File: config.mk
export PLATFORM = sky130hd
export DESIGN_NAME = exe_stage_ctrl
export DESIGN_NICKNAME = d
export VERILOG_FILES = /design/src/rtl/exe_pkg.sv /design/src/rtl/exe_alu.sv /design/src/rtl/exe_stage_ctrl.sv
export SDC_FILE = /design/constraint.sdc
export NUM_CORES = 1
export LEC_CHECK = 0
export ABC_AREA = 0
export CAP_MARGIN = 15
export CORE_UTILIZATION = 30
export CTS_CLUSTER_SIZE = 10
export DETAILED_ROUTE_END_ITERATION = 10
export SLEW_MARGIN = 5
export SYNTH_ARGS = -nofsm -noshare
export SYNTH_HDL_FRONTEND = slang
export SYNTH_HIERARCHICAL = 1
export SYNTH_SLANG_ARGS = --single-unit
File: constraint.sdc
create_clock -name clk -period 8.3 [get_ports clk]
set_input_delay 1.245 -clock clk [delete_from_list [all_inputs] [get_ports clk]]
set_output_delay 1.245 -clock clk [all_outputs]
set_load 0.03 [all_outputs]
File: src/rtl/exe_pkg.sv
// Shared constants for the EX stage: EXE_CMD encodings, control-word
// bit positions and NZCV status bit positions.
package exe_pkg;

  localparam logic [3:0] CMD_MOV = 4'b0001;
  localparam logic [3:0] CMD_ADD = 4'b0010;
  localparam logic [3:0] CMD_ADC = 4'b0011;
  localparam logic [3:0] CMD_SUB = 4'b0100;
  localparam logic [3:0] CMD_SBC = 4'b0101;
  localparam logic [3:0] CMD_AND = 4'b0110;
  localparam logic [3:0] CMD_ORR = 4'b0111;
  localparam logic [3:0] CMD_EOR = 4'b1000;
  localparam logic [3:0] CMD_MVN = 4'b1001;

  localparam int unsigned CTRL_W     = 9;
  localparam int unsigned CW_WB_EN   = 8;
  localparam int unsigned CW_MEM_R   = 7;
  localparam int unsigned CW_MEM_W   = 6;
  localparam int unsigned CW_CMD_HI  = 5;
  localparam int unsigned CW_CMD_LO  = 2;
  localparam int unsigned CW_B       = 1;
  localparam int unsigned CW_S       = 0;

  localparam int unsigned ST_N = 3;
  localparam int unsigned ST_Z = 2;
  localparam int unsigned ST_C = 1;
  localparam int unsigned ST_V = 0;

endpackage

File: src/rtl/exe_alu.sv
// Combinational ALU for the EX stage. flag_we marks a recognised command
// (N/Z may update); cv_we additionally marks arithmetic commands (C/V may update).
module exe_alu
  import exe_pkg::*;
(
  input  logic [3:0]  cmd,
  input  logic [31:0] a,
  input  logic [31:0] b,
  input  logic        cin,
  output logic [31:0] res,
  output logic        n,
  output logic        z,
  output logic        c,
  output logic        v,
  output logic        flag_we,
  output logic        cv_we
);

  logic        is_sub;
  logic        carry_in;
  logic [31:0] b_eff;
  logic [32:0] sum;

  // Shared adder: subtraction is a + ~b + carry, so C comes out as NOT borrow.
  always_comb begin
    is_sub   = (cmd == CMD_SUB) || (cmd == CMD_SBC);
    b_eff    = is_sub ? ~b : b;
    carry_in = 1'b0;
    case (cmd)
      CMD_ADC, CMD_SBC: carry_in = cin;
      CMD_SUB:          carry_in = 1'b1;
      default:          carry_in = 1'b0;
    endcase
    sum = {1'b0, a} + {1'b0, b_eff} + 33'(carry_in);
  end

  // Result select and flag generation.
  always_comb begin
    res     = '0;
    flag_we = 1'b1;
    cv_we   = 1'b0;
    case (cmd)
      CMD_MOV: res = b;
      CMD_MVN: res = ~b;
      CMD_ADD, CMD_ADC, CMD_SUB, CMD_SBC: begin
        res   = sum[31:0];
        cv_we = 1'b1;
      end
      CMD_AND: res = a & b;
      CMD_ORR: res = a | b;
      CMD_EOR: res = a ^ b;
      default: flag_we = 1'b0;
    endcase
    n = res[31];
    z = (res == 32'd0);
    c = sum[32];
    v = (a[31] == b_eff[31]) && (sum[31] != a[31]);
  end

endmodule

File: src/rtl/exe_stage_ctrl.sv
// EX stage: ID/EX pipeline register, ALU dispatch, NZCV status register
// and EX/MEM output register.
// Optional: define EXE_PERF_CNT_EN to add instr_cnt_o / bubble_cnt_o counters.
module exe_stage_ctrl
  import exe_pkg::*;
#(
  parameter int unsigned DATA_W     = 32,
  parameter int unsigned REG_ADDR_W = 4,
  parameter int unsigned IMM_W      = 24,
  parameter int unsigned CNT_W      = 32
) (
  input  logic                  clk,
  input  logic                  rst,
  input  logic [CTRL_W-1:0]     ctrl_word,
  input  logic                  valid_in,
  input  logic [DATA_W-1:0]     val_rn,
  input  logic [DATA_W-1:0]     val2,
  input  logic [DATA_W-1:0]     st_val_in,
  input  logic [REG_ADDR_W-1:0] dest_in,
  input  logic [DATA_W-1:0]     pc_in,
  input  logic [IMM_W-1:0]      imm24_in,
  input  logic                  freeze,
  input  logic                  flush,
  output logic                  valid_o,
  output logic                  wb_en_o,
  output logic                  mem_r_en_o,
  output logic                  mem_w_en_o,
  output logic [DATA_W-1:0]     alu_res_o,
  output logic [DATA_W-1:0]     st_val_o,
  output logic [REG_ADDR_W-1:0] dest_o,
  output logic                  branch_taken_o,
  output logic [DATA_W-1:0]     branch_addr_o,
  output logic [3:0]            status_o
`ifdef EXE_PERF_CNT_EN
  ,
  output logic [CNT_W-1:0]      instr_cnt_o,
  output logic [CNT_W-1:0]      bubble_cnt_o
`endif
);

  localparam int unsigned SEXT_W = DATA_W - IMM_W - 2;

  logic                  ie_valid;
  logic [CTRL_W-1:0]     ie_ctrl;
  logic [DATA_W-1:0]     ie_rn;
  logic [DATA_W-1:0]     ie_val2;
  logic [DATA_W-1:0]     ie_st;
  logic [REG_ADDR_W-1:0] ie_dest;
  logic [DATA_W-1:0]     ie_pc;
  logic [IMM_W-1:0]      ie_imm;

  logic [DATA_W-1:0]     alu_res;
  logic                  alu_n, alu_z, alu_c, alu_v;
  logic                  alu_flag_we, alu_cv_we;
  logic                  exec_c;
  logic                  is_branch_c;
  logic [DATA_W-1:0]     br_off_c;

  // ID/EX register: flush beats freeze, freeze holds, otherwise load.
  always_ff @(posedge clk or negedge rst) begin
    if (!rst) begin
      ie_valid <= 1'b0;
      ie_ctrl  <= '0;
      ie_rn    <= '0;
      ie_val2  <= '0;
      ie_st    <= '0;
      ie_dest  <= '0;
      ie_pc    <= '0;
      ie_imm   <= '0;
    end else if (flush) begin
      ie_valid <= 1'b0;
    end else if (!freeze) begin
      ie_valid <= valid_in;
      ie_ctrl  <= ctrl_word;
      ie_rn    <= val_rn;
      ie_val2  <= val2;
      ie_st    <= st_val_in;
      ie_dest  <= dest_in;
      ie_pc    <= pc_in;
      ie_imm   <= imm24_in;
    end
  end

  exe_alu u_alu (
    .cmd     (ie_ctrl[CW_CMD_HI:CW_CMD_LO]),
    .a       (ie_rn),
    .b       (ie_val2),
    .cin     (status_o[ST_C]),
    .res     (alu_res),
    .n       (alu_n),
    .z       (alu_z),
    .c       (alu_c),
    .v       (alu_v),
    .flag_we (alu_flag_we),
    .cv_we   (alu_cv_we)
  );

  // An instruction executes only on the edge where it is valid and not frozen.
  always_comb begin
    exec_c      = ie_valid && !freeze;
    is_branch_c = ie_ctrl[CW_B];
    br_off_c    = {{SEXT_W{ie_imm[IMM_W-1]}}, ie_imm, 2'b00};
  end

  // EX/MEM register: bubbles clear only the flags; data fields hold.
  always_ff @(posedge clk or negedge rst) begin
    if (!rst) begin
      valid_o        <= 1'b0;
      wb_en_o        <= 1'b0;
      mem_r_en_o     <= 1'b0;
      mem_w_en_o     <= 1'b0;
      branch_taken_o <= 1'b0;
      alu_res_o      <= '0;
      st_val_o       <= '0;
      dest_o         <= '0;
      branch_addr_o  <= '0;
    end else begin
      valid_o        <= exec_c;
      wb_en_o        <= exec_c && !is_branch_c && ie_ctrl[CW_WB_EN];
      mem_r_en_o     <= exec_c && !is_branch_c && ie_ctrl[CW_MEM_R];
      mem_w_en_o     <= exec_c && !is_branch_c && ie_ctrl[CW_MEM_W];
      branch_taken_o <= exec_c && is_branch_c;
      if (exec_c) begin
        alu_res_o     <= alu_res;
        st_val_o      <= ie_st;
        dest_o        <= ie_dest;
        branch_addr_o <= ie_pc + br_off_c;
      end
    end
  end

  // NZCV commit; logic/move ops leave C and V untouched.
  always_ff @(posedge clk or negedge rst) begin
    if (!rst) begin
      status_o <= '0;
    end else if (exec_c && ie_ctrl[CW_S] && !is_branch_c && alu_flag_we) begin
      status_o[ST_N] <= alu_n;
      status_o[ST_Z] <= alu_z;
      if (alu_cv_we) begin
        status_o[ST_C] <= alu_c;
        status_o[ST_V] <= alu_v;
      end
    end
  end

`ifdef EXE_PERF_CNT_EN
  // Each edge is exactly one EX/MEM write: either an instruction or a bubble.
  always_ff @(posedge clk or negedge rst) begin
    if (!rst) begin
      instr_cnt_o  <= '0;
      bubble_cnt_o <= '0;
    end else if (exec_c) begin
      instr_cnt_o  <= instr_cnt_o + CNT_W'(1);
    end else begin
      bubble_cnt_o <= bubble_cnt_o + CNT_W'(1);
    end
  end
`endif

endmodule

# == Word level (Yosys, flattened, before mapping) ==
# Cells that the tools add are included.
# totals
wordCells,66
regBits,275
# classes
n_eq_ne,12
reduce_logical,19
n_addsub,3
mux,7
bitwise_logic,6
# op_table
operator,n
case mux 32 bit (6 select lines),1
adder 32 x 32 -> 33 bit,1
adder 33 x 1 -> 33 bit,1
adder 32 bit,1
bitwise AND 32 bit,1
logical NOT 32 bit,1
2-to-1 mux 32 bit,1
inverter 32 bit,1
bitwise OR 32 bit,1
XOR 32 bit,1
"== test 4 x 3 -> 1 bit, second input constant",4
logical AND 1 bit,10
OR reduction 9 bit,1
"== test 4 x 2 -> 1 bit, second input constant",2
"== test 4 bit, second input constant",2
"== test 4 x 1 -> 1 bit, second input constant",1
2-to-1 mux 1 bit,4
AND reduction 2 bit,2
OR reduction 4 bit,1
logical NOT 1 bit,2
"inequality test 2 x 1 -> 1 bit, second input constant",1
inverter 1 bit,2
case mux 1 bit (2 select lines),1
OR reduction 2 bit,1
3 further kinds,3

# == Logic depth before layout (Yosys ltp) ==
# Gate-level depths: netlist (run 1).
# logic_depth
depth_word,7
depth_mapped,23

# == Cells and area by module ==
# Netlist (run 1), hierarchy kept.
# by_module_without_submodules
mod,n_inst,area_per_inst_um2,cells_per_inst,seq_area_each_um2
exe_stage_ctrl,1,11716.2,999,6881.6
exe_alu,1,4631.9,684,0.0

# == Least setup slack after synthesis (run 1) ==
# No wires, ideal clock.
# synth_path
kind,register to register
startpoint,reg ie_ctrl[2]
endpoint,reg status_o[2]
slack_ns,2.782
setup_ns,0.065
synth_period_minus_slack_ns,5.518
stages_incl_launch_ff,23
required_time_ns,8.235
path_buffers,6
arrival_ns,5.453
cell_sequence,dfrtp_1 buf_2 buf_2 buf_2 buf_2 clkbuf_1 clkbuf_1 nand4b_1 a21oi_1 fa_1 inv_1 fa_1 nor2b_1 o31ai_1 and4_1 a211o_1 or4_1 nor4_2 o2111ai_1 or4_1 or4_1 nor4_2 mux2_2
# synth_via
elab_chain_len,7
word_cells_on_any_way,21
cone_classes,add/sub: 2; eq/ne: 9; mux: 4; reduce/logical: 6
# synth_lines
item,line_no,text
"start, declared",exe_stage_ctrl.sv:44,logic [CTRL_W-1:0] ie_ctrl;
"start signal, assigned",exe_stage_ctrl.sv:74,ie_ctrl <= ctrl_word;
== test 4 x 3 -> 1 bit,"exe_alu.sv:26, exe_alu.sv:29, exe_alu.sv:42",
logical OR 1 bit,exe_alu.sv:26,is_sub = (cmd == CMD_SUB) || (cmd == CMD_SBC);
2-to-1 mux 32 bit,exe_alu.sv:27,b_eff = is_sub ? ~b : b;
adder 32 x 32 -> 33 bit,exe_alu.sv:34,"sum = {1'b0, a} + {1'b0, b_eff} + 33'(carry_in);"
adder 33 x 1 -> 33 bit,exe_alu.sv:34,
case mux 32 bit (6 select lines) *,exe_alu.sv:42,case (cmd)
via alu_res[6],exe_stage_ctrl.sv:52,logic [DATA_W-1:0] alu_res;
logical NOT 32 bit *,exe_alu.sv:55,z = (res == 32'd0);
via alu_z,exe_stage_ctrl.sv:53,"logic alu_n, alu_z, alu_c, alu_v;"
"end signal, assigned by index",exe_stage_ctrl.sv:137,status_o[ST_N] <= alu_n;
"end signal, assigned by index",exe_stage_ctrl.sv:138,status_o[ST_Z] <= alu_z;
"end signal, assigned by index",exe_stage_ctrl.sv:140,status_o[ST_C] <= alu_c;
"end, declared",exe_stage_ctrl.sv:33,output logic [3:0] status_o
# Mark *: on every way through the listed nets, which the timed path passes. The rest lies on a longest branch.
# A chain may end at the register's enable or synchronous reset.

# == Worst setup path after layout (run 1) ==
# layout_path
startpoint,reg ie_ctrl[5]
endpoint,reg status_o[2]
# Same word-level chain as after synthesis.

==> results.tsv, run 1 <==
metric	value	unit
fin_setup_tns	0	ps
seq_area	6883	sq um
die_w	235.4	um
crit_fanout	32	
rows	85	
r2r_start	ie_ctrl[5]$_DFFE_PN0P_	
vias_per_cell	5.003	
setup-violations-final	0	
place_area	19780	sq um
dpl.cell_count	2581	
gp_congestion	0.9376	
design_area	20910	sq um
ant_nets	0	
reg2reg_to	status_o[2]$_DFFE_PN0P_	
n_fill_cell	5327	
hold_viol_final	0	
wl	47730	um
portBuffers	278	
grt_pass1_wl	75830	um
netlist.area_leader.share	42.09	%
cts_tree	done	
yosys.area.top_type	dfrtp_1	
leakagePower	9.195	nW
fin_worst_skew	13.55	ps
clock_latency	560	ps
wl_per_cell	18.10	um
hold_buffers	0	
fmax	177.5	MHz
layout_worst_path_cycle_share	67.87	%
nNetsFinal	2220	
clockBufferDepth	3	
first_iter_violations	759	
postCtsSetupBuffers	0	
drt_drc_violations_left	0	
seqPwrFrac	32.0	%
outcome	completed	
cp_data_required_time	8790	ps
overflow	0	
power_frac_clock	25.3	%
antenna_found_initial	4	
rr_worst_depth	17	
drt-pass1-iter-count	5	
ys.warnings.count	6	
htreeDepth	2	
first_global_vias	13607	
holdWs	460.8	ps
yosysSeqAreaShare	42.09	%
rsz0062_at_grt	no	
worstPathArrival	6130	ps
cts_buffers	36	
reg2reg_slack	2670	ps
ys_ff_latch	275	
maxCapViolations	0	
worst_hold_path_type	flop to flop	
track_usage	17.16	%
core-area	53810	sq um
num_vias	13194	
ios	279	
worst-slew-pin-transition	1225	ps
synth_edf_count	0	
path_class	flop to flop	
dieArea	55430	sq um
relSlewSlack	18.31	%
dp_hpwl	33790	um
holdPathStages	2	
holdPathEnd	st_val_o[8]$_DFFE_PN0P_	
cts-resized-gates	0	
slew_viol_final	0	
fin_cells	2637	
async_flop_share	100.0	%
cp-end-kind	flop	
power_density	282.0	nW/um^2
synth_area	16350	sq um
start_util	30.38	%
synth_nets	1980	
path_clk_slew	60	ps
cts_root_buf	clkbuf_16	
power.share.combinational	42.7	%
hp-start	ie_st[8]$_DFFE_PN0P_	
area_delta_synth_final	27.90	%
p_sw	0.002312	W
internal_power	0.003584	W
dpl_worst_slack	2678	ps
grt_max_degree	167	
syn_inst	1683	
drive_above_1_share	13.30	%
synthTopCellsByArea	dfrtp_1 42%, mux2_2 12%, ha_1 9.5%	
layout_setup_ws	2667	ps
synth_cell_types	76	
peakVddDrop	0.2364	mV
synthFlopType	dfrtp_1	
cts.sinks	275	
avgSynthCellArea	9.714	sq um
netSwitchingFraction	39.21	%
start_kind	flop	
fin_crit	5633	ps
multi_input_comb_area	8778	sq um
die_h	235.4	um
-- cells in the mapped netlist, types with 14 or more instances --
cell and number:
nor2_1 62, nand2b_1 16, clkbuf_1 62, o21ai_0 85, ha_1 124, dfrtp_1 275
nand3_1 16, nand4_1 14, o211ai_1 14, a21oi_1 77, xnor2_1 58, buf_2 15
inv_1 94, a211oi_1 32, xor2_1 21, nand2_1 320, mux2_2 168
-- per-stage QoR --
stage | utilization, % | power [W]
finish | 38.85 | 0.005896
global route | 38.85 | 0.006288
CTS | 38.85 | 0.005966
detailed placement | 36.76 | 0.004414
global placement | 36.76 | 0.004379
floorplan | - | 0.003501
-- critical path: stages, from the launching register on --
cell and delay, ps:
dfrtp_1 660, nor3b_2 270, buf_4 500, xnor2_1 210, fa_1 270, inv_1 70
fa_1 420, nor2b_1 230, o31ai_1 120, and4_1 200, a211o_1 280, or4_1 560
nor4_2 260, o2111ai_1 160, or4_1 550, or4_1 450, nor4_2 200, mux2_2 170
-- power by group through the flow --
stage / Clock (W) / Combinational, W / Sequential (W)
global route: 0.00161 / 0.00274 / 0.00193
global placement: 0 / 0.00247 / 0.00190
detailed placement: 0 / 0.00250 / 0.00191
finish: 0.00149 / 0.00251 / 0.00189
CTS: 0.00155 / 0.00252 / 0.00190
floorplan: 0 / 0.00130 / 0.00220
-- area by class of cell --
class,instances,share of cell area (%)
inverters,95,1.705
diodes,1,0.01197
clock buffers,46,4.727
flip-flops and latches,275,32.92
clock inverters,9,0.6403
multi-input cells,1226,41.98
repair buffers,289,13.85
well taps,696,4.165
-- per-layer routing --
layer | routed length (um) | track usage (%) | up-vias
met5 | 34 | 0 | -
met4 | 1372 | 5.922 | 6
met3 | 3258 | 4.503 | 94
met2 | 22630 | 28.62 | 393
met1 | 20440 | 21.38 | 6386
li1 | - | - | 6315
-- placed cells by master (no fill, tap or decap), drive strengths merged, types with 14 or more instances in the layout --
master / netlist / final
nor2: 63 / 63
nand2b: 16 / 16
nand2: 321 / 321
nand3: 18 / 18
dfrtp: 275 / 275
clkdlybuf4s50: 0 / 277
nand4: 14 / 14
inv: 95 / 95
xnor2: 58 / 58
a21oi: 77 / 77
o211ai: 16 / 16
a211oi: 32 / 32
ha: 124 / 124
o21ai: 100 / 100
xor2: 21 / 21
mux2: 168 / 168
clkbuf: 62 / 46
-- worst max path at each step --
| stage | from | to |
|---|---|---|
| global placement | ie_ctrl[5]$_DFFE_PN0P_ | status_o[2]$_DFFE_PN0P_ |
| global route | ie_ctrl[5]$_DFFE_PN0P_ | status_o[2]$_DFFE_PN0P_ |
| finish | ie_ctrl[5]$_DFFE_PN0P_ | status_o[2]$_DFFE_PN0P_ |
| floorplan | ie_ctrl[2]$_DFFE_PN0P_ | status_o[2]$_DFFE_PN0P_ |
| CTS | ie_ctrl[5]$_DFFE_PN0P_ | status_o[2]$_DFFE_PN0P_ |
| detailed placement | ie_ctrl[5]$_DFFE_PN0P_ | status_o[2]$_DFFE_PN0P_ |
-- cells by family after synthesis --
kind of cell             count (synthesis)  synth area share (%)
buffers and inverters                  182                 4.408
adder cells (fa/ha/maj)                127                 9.858
flip-flops                             275                 42.09
multiplexers                           181                 12.37
AO/OA/AOI/OAI                          334                 13.35
AND/OR/NAND/NOR                        505                 13.69
XOR/XNOR                                79                 4.232
-- state kept, by name, indices dropped and copies added (netlist names), 4 cells and up --
name           cells
ie_dest            4
ie_ctrl            9
branch_addr_o     32
alu_res_o         32
status_o           4
ie_rn             32
st_val_o          32
dest_o             4
ie_val2           32
ie_pc             32
ie_st             32
ie_imm            24
Note: power is estimated with default switching activity, not from simulation.
==> run 2, diff against run 1 <==
clock period = 5.2 ns   (was 8.3 ns; I/O delays follow)
==> run 2 against run 1 <==
  * Critical endpoint unchanged
  * Total power increased by 63%
  * Largest power group unchanged
  * Die area unchanged
  * Sequential share of layout area decreased by 0.30 points
  * First-iteration DRC count increased by 5.9%
  * Clock skew increased by 1.4 ps
==> results.tsv, run 2 (synthesized netlist as in run 1, its figures left out) <==
metric	value	unit
outcome	completed	
internal_power	0.005873	W
path_clk_slew	60	ps
vias_per_cell	5.015	
antenna_cells	0	
seqPwrFrac	31.4	%
path_class	flop to flop	
fmax	203.0	MHz
overflow	0	
ant_nets	0	
start_util	30.38	%
drt_drc_violations_left	0	
crit_family	simple AND/OR/NAND/NOR gates	
antenna_found_initial	1	
netSwitchingFraction	38.76	%
clock_latency	560	ps
wl	47730	um
p_sw	0.003718	W
hold_buffers	0	
hold_viol_final	0	
worstPathArrival	5420	ps
rows	85	
die_w	235.4	um
place_area	19920	sq um
power.share.combinational	42.6	%
crit_fanout	11	
clockBufferDepth	3	
fin_worst_skew	14.95	ps
first_global_vias	13763	
ios	279	
nNetsFinal	2237	
max_stage_delay	560	ps
crit_chain	nor3b_2, xnor2_1, fa_1, inv_1, fa_1, nor2b_2, o31a_1, o211ai_1, a21boi_1, xnor2_1, o21ai_0, or4_1, or4_1, or4_1, nor4_2, mux2_2	
cts_buffers	36	
grt_max_degree	110	
dp_hpwl	34800	um
cts_tree	done	
final_common_cell	nand2_1	
crit_buf_inv	1	
slowest_stage	or4_1	
power	0.009591	W
grt_pass1_wl	76450	um
core-area	53810	sq um
start_kind	flop	
n_fill_cell	5255	
htreeDepth	2	
maxCapViolations	0	
drive_above_1_share	14.12	%
path_common_cell	or4_1	
power_density	454.5	nW/um^2
cts_root_buf	clkbuf_16	
leakagePower	9.308	nW
drt-pass1-iter-count	7	
final_cell_mix	320 x nand2_1, 277 x clkdlybuf4s50_1, 273 x dfrtp_1	
track_usage	17.19	%
peakVddDrop	0.2740	mV
fin_setup_tns	0	ps
setup-violations-final	0	
cts.sinks	275	
relSlewSlack	42.32	%
design_area	21100	sq um
dieArea	55430	sq um
area_delta_synth_final	29.09	%
worst-slew-pin-transition	858.7	ps
first_iter_violations	804	
power_frac_clock	26.1	%
holdWs	226.6	ps
cp_data_required_time	5700	ps
wl_per_cell	18.00	um
cp-end-kind	flop	
die_h	235.4	um
portBuffers	278	
gp_congestion	0.9641	
worst_hold_path_type	input pin to async pin	
rsz0062_at_grt	no	
layout_worst_path_cycle_share	94.71	%
slew_viol_final	0	
num_vias	13295	
fin_crit	4925	ps
utilization	39.22	%
-- run 2: final timing paths --
kind | to | slack (ps) | cells past startpoint | from
min reg2reg | st_val_o[24]$_DFFE_PN0P_ | 460 | 2 | ie_st[24]$_DFFE_PN0P_
max reg2reg | status_o[2]$_DFFE_PN0P_ | 270 | 16 | ie_ctrl[3]$_DFFE_PN0P_
max | status_o[2]$_DFFE_PN0P_ | 270 | 16 | ie_ctrl[3]$_DFFE_PN0P_
max in group asynchronous | st_val_o[3]$_DFFE_PN0P_ | 3900 | 2 | rst
min in group clk | st_val_o[24]$_DFFE_PN0P_ | 460 | 2 | ie_st[24]$_DFFE_PN0P_
min | alu_res_o[11]$_DFFE_PN0P_ | 230 | 1 | rst
-- run 2: layer usage --
layer	up-vias	part of all wire (%)	global-route usage (%)
met2	362	48	29.17
met4	2	2.2	4.971
met3	82	6.2	4.515
li1	6350	-	-
met1	6499	44	21.36
met5	-	0.023	0
-- run 2: repair_timing --
action,4_1_cts,5_1_grt
setup endpoints to repair,0,1
setup buffers,0,0
resized for setup,0,4
-- run 2: final cells by class --
| type | instances | area (sq um) | share of cell area, % |
|---|---|---|---|
| clock buffer | 43 | 957.2 | 4.535 |
| multi-input combinational | 1226 | 8781 | 41.61 |
| sequential | 275 | 6884 | 32.62 |
| timing repair buffer | 306 | 3043 | 14.42 |
| inverter | 95 | 356.6 | 1.690 |
| clock inverter | 10 | 211.5 | 1.002 |
| tap | 696 | 870.8 | 4.126 |
-- run 2: power by group through the flow --
stage	combinational [W]	clock (W)	sequential, W
floorplan	0.00208	0	0.00351
global placement	0.00403	0	0.00303
detailed placement	0.00407	0	0.00305
CTS	0.00409	0.00259	0.00302
global route	0.00444	0.00268	0.00308
finish	0.00409	0.00250	0.00301
-- run 2: worst register-to-register path: stages, from the launching register on --
cell and delay (ps):
dfrtp_2 480, nor3b_2 300, xnor2_1 130, fa_1 450, inv_1 90, fa_1 220, nor2b_2 70, o31a_1 270
o211ai_1 400, a21boi_1 140, xnor2_1 240, o21ai_0 130, or4_1 550, or4_1 560, or4_1 440, nor4_2 200
mux2_2 180
-- run 2: per-stage QoR --
| stage | instances | setup WS (ps) |
|---|---|---|
| after detailed placement | 2598 | 189.2 |
| final | 2651 | 274.9 |
| after global placement | 2598 | 359.6 |
| after CTS | 2651 | 162.9 |
| after floorplan | 1683 | 18.52 |
| after global routing | 2651 | 15.34 |
==> run 3, diff against run 2 <==
CORE_UTILIZATION = 40   (was 30)
CTS_CLUSTER_SIZE = 14   (was 10)
==> run 3 against run 2 <==
  * Flip-flop and latch count unchanged
  * Die area down 25%
  * Highest routed layer unchanged
  * Critical path depth unchanged
  * Largest power group unchanged
  * Sequential power about the same
  * Critical path type unchanged
  * Via count down 1.3%
  * Register-to-register slack worse by 30 ps
  * Critical endpoint unchanged
  * Clock power down 6%
  * Routed wire length down 4.4%
==> results.tsv, run 3 (synthesized netlist as in run 1, its figures left out) <==
metric	value	unit
power.share.combinational	43.2	%
area_delta_synth_final	27.53	%
cp_data_required_time	5690	ps
dieArea	41680	sq um
core-area	40010	sq um
path_class	flop to flop	
fmax	201.9	MHz
netSwitchingFraction	38.75	%
relSlewSlack	38.43	%
peakVddDrop	0.2904	mV
fin_crit	4954	ps
rr_worst_depth	16	
reg2reg_slack	250	ps
ios	279	
rsz0062_at_grt	no	
clockBufferDepth	3	
cts_buffers	34	
hold_viol_final	0	
grt_use_met1	27.71	%
num_vias	13126	
seqPwrFrac	31.8	%
layout_worst_path_cycle_share	95.26	%
ant_nets	0	
internal_power	0.005757	W
hold_buffers	0	
cts_root_buf	clkbuf_16	
antenna_found_initial	7	
track_usage	22.13	%
gp_congestion	0.9604	
cts_tree	done	
busiest_layer	met2	
die_w	204.2	um
start_util	40.86	%
slew_viol_final	0	
fin_cells	2490	
dpl.cell_count	2425	
start_kind	flop	
wl	45610	um
power_frac_clock	25.0	%
crit_fanout	24	
utilization	52.11	%
p_sw	0.003641	W
worstPathArrival	5440	ps
leakagePower	9.278	nW
final_common_cell	nand2_1	
first_global_vias	13478	
first_iter_violations	607	
vias_per_cell	5.271	
drt-pass1-iter-count	5	
power	0.009398	W
wl_per_cell	18.32	um
multi_input_comb_area	8793	sq um
overflow	0	
path_clk_slew	60	ps
setup-violations-final	0	
rows	73	
r2r_start	ie_ctrl[3]$_DFFE_PN0P_	
cts.sinks	275	
nNetsFinal	2236	
fin_worst_skew	17.05	ps
drt_drc_violations_left	0	
seq_area	6884	sq um
drive_above_1_share	14.11	%
reg2reg_to	status_o[2]$_DFFE_PN0P_	
portBuffers	278	
worst_hold_path_type	input pin to async pin	
use_met3	6.234	%
fin_setup_tns	0	ps
dp_hpwl	33290	um
die_h	204.2	um
gr-usage-met2	36.49	%
grt_max_degree	108	
grt_pass1_wl	72790	um
worst-slew-pin-transition	922.2	ps
power_density	450.8	nW/um^2
n_fill_cell	3699	
clock_latency	560	ps
cp-end-kind	flop	
final_cell_mix	320 x nand2_1, 277 x clkdlybuf4s50_1, 273 x dfrtp_1	
htreeDepth	2	
maxCapViolations	0	
outcome	completed	
==> run 3: changes by cell type in the layout (fill, tap and decap cells not counted), moves of 2 or more <==
cell	delta
clkbuf_1	+9
buf_4	+2
bufinv_16	-2
clkbuf_16	-2
clkbuf_8	+2
diode_2	+2
==> run 3: what timing repair did <==
item                       4_1_cts  5_1_grt
resized for setup                0        7
setup endpoints to repair        0        1
setup buffers                    0        3
==> run 3: how the worst max path moves through the flow <==
| stage | startpoint | to | cells past startpoint |
|---|---|---|---|
| 2_1_floorplan | ie_ctrl[2]$_DFFE_PN0P_ | status_o[2]$_DFFE_PN0P_ | 22 |
| 3_3_place_gp | ie_ctrl[4]$_DFFE_PN0P_ | status_o[2]$_DFFE_PN0P_ | 16 |
| 3_5_place_dp | ie_ctrl[4]$_DFFE_PN0P_ | status_o[2]$_DFFE_PN0P_ | 16 |
| 4_1_cts | ie_ctrl[4]$_DFFE_PN0P_ | status_o[2]$_DFFE_PN0P_ | 16 |
| 5_1_grt | ie_ctrl[3]$_DFFE_PN0P_ | status_o[2]$_DFFE_PN0P_ | 16 |
| 6_report | ie_ctrl[3]$_DFFE_PN0P_ | status_o[2]$_DFFE_PN0P_ | 16 |
==> run 3: critical path: stages, from the launching register on <==
cell       delay, ps
dfrtp_1          410
nor3b_4          240
buf_6            200
buf_12           220
xnor2_1          160
ha_1             300
nor2b_2          190
o31ai_1          280
nand2_1          140
a211o_1          300
or4_1            580
nor4_2           220
o2111ai_1        200
or4_1            570
or4_1            440
nor4_2           210
mux2_2           180
==> run 3: per-layer routing <==
metal | vias to the layer above | routed length [um]
li1 | 6359 | -
met1 | 6367 | 20060
met2 | 317 | 21300
met3 | 77 | 3033
met4 | 6 | 1178
met5 | - | 38
==> run 3: power by group through the flow <==
stage	logic (W)	clock network [W]	registers, W
finish	0.00406	0.00235	0.00299
global route	0.00444	0.00251	0.00306
CTS	0.00406	0.00242	0.00300
detailed placement	0.00404	0	0.00302
global placement	0.00401	0	0.00301
floorplan	0.00208	0	0.00351
==> run 3: through the flow <==
step	setup slack (ps)	cell area, sq um	hold slack (ps)
after floorplan	18.52	16360	434.8
after global placement	232.7	19700	441.9
after detailed placement	73.19	19700	454.4
after CTS	44.34	20800	295.6
after global routing	13.74	20840	331.8
final	246.4	20850	266.3
==> run 3: layout make-up <==
cell class	count	area share, %
antenna	2	0.02401
clock buffer	52	4.645
clock inverter	8	0.6601
inverter	95	1.710
multi-input combinational	1226	42.18
sequential	275	33.02
tap	525	3.151
timing repair buffer	307	14.61
==> variant 1: new RTL, config.mk and constraints of run 2 <==
Register the input `st_val_in` before use, without a reset. The logic sees it one clock later. The other inputs are not delayed to match.
--- a/src/rtl/exe_stage_ctrl.sv
+++ b/src/rtl/exe_stage_ctrl.sv
@@ -41,4 +41,10 @@
   localparam int unsigned SEXT_W = DATA_W - IMM_W - 2;
 
+  logic [DATA_W-1:0] st_val_q;
+
+  always_ff @(posedge clk) begin
+    st_val_q <= st_val_in;
+  end
+
   logic                  ie_valid;
   logic [CTRL_W-1:0]     ie_ctrl;
@@ -75,5 +81,5 @@
       ie_rn    <= val_rn;
       ie_val2  <= val2;
-      ie_st    <= st_val_in;
+      ie_st    <= st_val_q;
       ie_dest  <= dest_in;
       ie_pc    <= pc_in;
Formal check against the unedited RTL: not equivalent (Yosys sat finds a counterexample within 4 cycles, from zero or initial values and one cycle with rst low).
==> variant 1 against run 2 <==
- via count up 1.6%
- worst setup slack worse by 0.020 ns
- clock skew up 0.00066 ns
- cell area up 4.0%
- total power up 4.5%
- sequential cell count up 32
- synthesized area up 4.0%
- wire length up 3.8%
- fmax down 0.41%
- critical path type unchanged
==> variant 1: results (changes against run 2) <==
outcome=finished, final reports clean; R2R Setup Slk=0.25 ns (-0.02 ns); CP max stage cell=or4_1; main area contributors after synthesis=dfrtp_1, mux2_2, ha_1; worst-path fanout max=30 (+19); Max VDD drop=274 µV (about the same); delay-heaviest family, CP=simple AND/OR/NAND/NOR gates; Mapped Nets=2027 (+2.4%); Setup WS pre-CTS=0.181 ns (-0.00830 ns); Setup Skew=0.0156 ns (+0.000655 ns); Max stage delay on crit path=0.59 ns (+0.03 ns); CP Launch Type=flip-flop; hold slack=0.226 ns (-0.000940 ns); GRT Resource Usage Total=17.2% (about the same); largest net degree at the start of global routing=140 (+27%); clock buffer depth=3 (unchanged); routability cong.=0.914 (-5.2%); fraction of layout cells with a size suffix above 1=13.6% (-0.50 points); yosys warns=6 (unchanged); M3 GR Usage=4.76% (+0.25 points); vias in the first global route=13.9k (+0.97%); Clock transition at path regs=0.05 ns; Leakage=9.64 nW (+3.6%); cell internal pwr=6.20 mW (+5.5%); sequential-to-total area share from yosys stat=44.2% (+2.1 points); Vias=13.5k (+1.6%); Pre-antenna DRT Iters=5 (-2); CTS root buf=clkbuf_16; met2 usage=29.7% (+0.51 points); reg-to-reg endpoint=status_o[2]; CP endpoint kind=flip-flop; crit path DAT=5.45 ns (+0.03 ns); DR WL/cell=17.9 µm (-0.74%); Initial DRC Count=605 (-25%); worst r2r path cells=16 (unchanged); clk_lat worst skew=0.57 ns; post-DP HPWL=35.4 mm (+1.6%); Num CTS Buffers=39 (+8.3%); Netlist cell types=73 (-3.9%); Nets=2291 (+2.4%); first-pass GRT wire length=77.1 mm (+0.88%); asr flop ratio synth=89.6% (-10 points); port bufs=278 (unchanged); worst-margin pin slew=0.922 ns (+0.0631 ns); Post-synth top cells=nand2_1, dfrtp_1, mux2_2, ha_1, inv_1; worst min path class=primary input to asynchronous set/reset pin; f_max=202 MHz (-0.41%); met1 GRT Util=20.7% (-0.62 points); initial antenna violation count=8 (+7); r2r startpoint=ie_ctrl[3]
## variant 1: cell count changes after synthesis, sizes merged, moves of 5 or more
cell    delta
dfxtp     +32
buf        -7
clkbuf     +7
nand3      -6
inv        +5
nor3       +5
## variant 1: stage by stage
step           cell area (µm²)  cells  utilization [%]
6_report                 21900   2771             39.5
5_1_grt                  21900   2769             39.5
4_1_cts                  21900   2767             39.5
3_5_place_dp             20700   2700             37.2
3_3_place_gp             20700   2700             37.2
2_1_floorplan            17000   1730                -
## variant 1: cell families after synthesis
group,Yosys count,share of synthesized area [%]
mux,181,11.9
fa+ha+maj,127,9.48
flops,307,44.2
buf+inv,187,4.32
compound gates,338,12.7
xor+xnor,80,4.12
simple gates,510,13.3
## variant 1: power by group through the flow
stage          sequential (mW)  clock (mW)  combinational (mW)
2_1_floorplan             3.78           0                2.09
3_3_place_gp              3.27           0                4.09
3_5_place_dp              3.29           0                4.13
4_1_cts                   3.26        2.75                4.15
5_1_grt                   3.33        2.84                4.52
6_report                  3.25        2.64                4.13
## variant 1: timing repair
action                     in CTS  in global routing
setup endpoints to repair       0                  1
resized for setup               0                  4
setup buffers                   0                  1
## variant 1: layer usage
| layer | part of all wire (%) | vias to the layer above |
|---|---|---|
| met5 | 0.13 | - |
| met4 | 2.3 | 10 |
| met2 | 49 | 295 |
| met1 | 43 | 6578 |
| li1 | - | 6536 |
| met3 | 6.4 | 88 |
## variant 1: cell type report
cell class / count / area [µm²]
Clock buffer: 58 / 1080
Multi-Input combinational cell: 1236 / 8790
Fill cell: 5526 / 33600
Clock inverter: 9 / 163
Tap cell: 748 / 936
Antenna cell: 3 / 7.51
Timing Repair Buffer: 310 / 3070
Sequential cell: 307 / 7530
Inverter: 100 / 375
==> variant 2: new RTL, settings of run 2 <==
Without the edit above. Build with the macro `EXE_PERF_CNT_EN` defined.
--- a/src/rtl/exe_stage_ctrl.sv
+++ b/src/rtl/exe_stage_ctrl.sv
@@ -2,4 +2,6 @@
 // and EX/MEM output register.
 // Optional: define EXE_PERF_CNT_EN to add instr_cnt_o / bubble_cnt_o counters.
+`define EXE_PERF_CNT_EN
+
 module exe_stage_ctrl
   import exe_pkg::*;
Formal check against the unedited RTL (old outputs only; new: bubble_cnt_o and instr_cnt_o): equivalent (equiv_simple and equiv_induct, registers matched by name and starting in step).
==> variant 2 against run 2 <==
- cell area is 18% higher
- worst setup slack better by 0.56 ns
- wire length is 20% higher
- total power is 13% higher
- sequential cell count is 64 higher
- die area is 18% higher
- synthesized area is 18% higher
- non-clock buffer count is 53 higher
==> variant 2: results (changes against run 2) <==
outcome=finished, final reports clean; Post-Synth Adder-Cell Area=8.46% (-1.4 points); Vias=15.4k (+16%); Pre-antenna DRT Iters=5 (-2); Compound-Gate Fraction of Synth Area=11.4% (-2.0 points); routability cong.=0.883 (-8.4%); DR WL/cell=18.4 µm (+2.0%); Post-Synth XOR/XNOR Area=7.43% (+3.2 points); Max VDD drop=250 µV (-8.8%); R2R Setup Slk=0.84 ns (+0.56 ns); Max stage delay on crit path=0.47 ns (-0.09 ns); Ant. Diodes=3 (+3); fraction of layout cells with a size suffix above 1=12.3% (-1.8 points); vias in the first global route=15.8k (+14%); Setup Skew=0.0296 ns (+0.0146 ns); Post-synth top cells=nand2_1, dfrtp_1, mux2_2, ha_1, xnor2_1; hold slack=0.220 ns (-0.00617 ns); Area Growth Syn to Fin=28.9%; largest net degree at the start of global routing=131 (+19%); Nets=2557 (+14%); Leakage=10.9 nW (+17%); post-place instance area=23700 µm² (+19%); multi-input combinational area share=40.6% (-1.1 points); worst-path fanout max=8 (-3); sequential-to-total area share from yosys stat=43.9% (+1.8 points); Setup WS pre-CTS=0.942 ns (+0.753 ns); Non-clk invs=98 (+3.2%); CP max stage cell=dfrtp_1
## variant 2: worst max path at each step
stage / from / to / slack, ns / cells past startpoint
3_5_place_dp: ie_ctrl[4] / status_o[2] / 0.94 / 16
5_1_grt: ie_ctrl[4] / status_o[2] / 0.56 / 15
2_1_floorplan: ie_ctrl[5] / status_o[2] / 0.62 / 21
3_3_place_gp: ie_ctrl[3] / status_o[2] / 1.05 / 16
4_1_cts: ie_ctrl[4] / status_o[2] / 0.91 / 16
6_report: ie_ctrl[4] / status_o[2] / 0.84 / 16
## variant 2: power breakdown
part / internal, mW / total [mW] / switching, mW
Clock: 1.60 / 2.76 / 1.16
Combinational: 1.84 / 4.49 / 2.65
Sequential: 3.17 / 3.60 / 0.432
Total: 6.61 / 10.8 / 4.23
## variant 2: routing by layer
layer  wire length (µm)  vias up
li1                   -     7346
met1              24500     7579
met2              27900      413
met3               3620       84
met4               1370        4
met5                 21        -
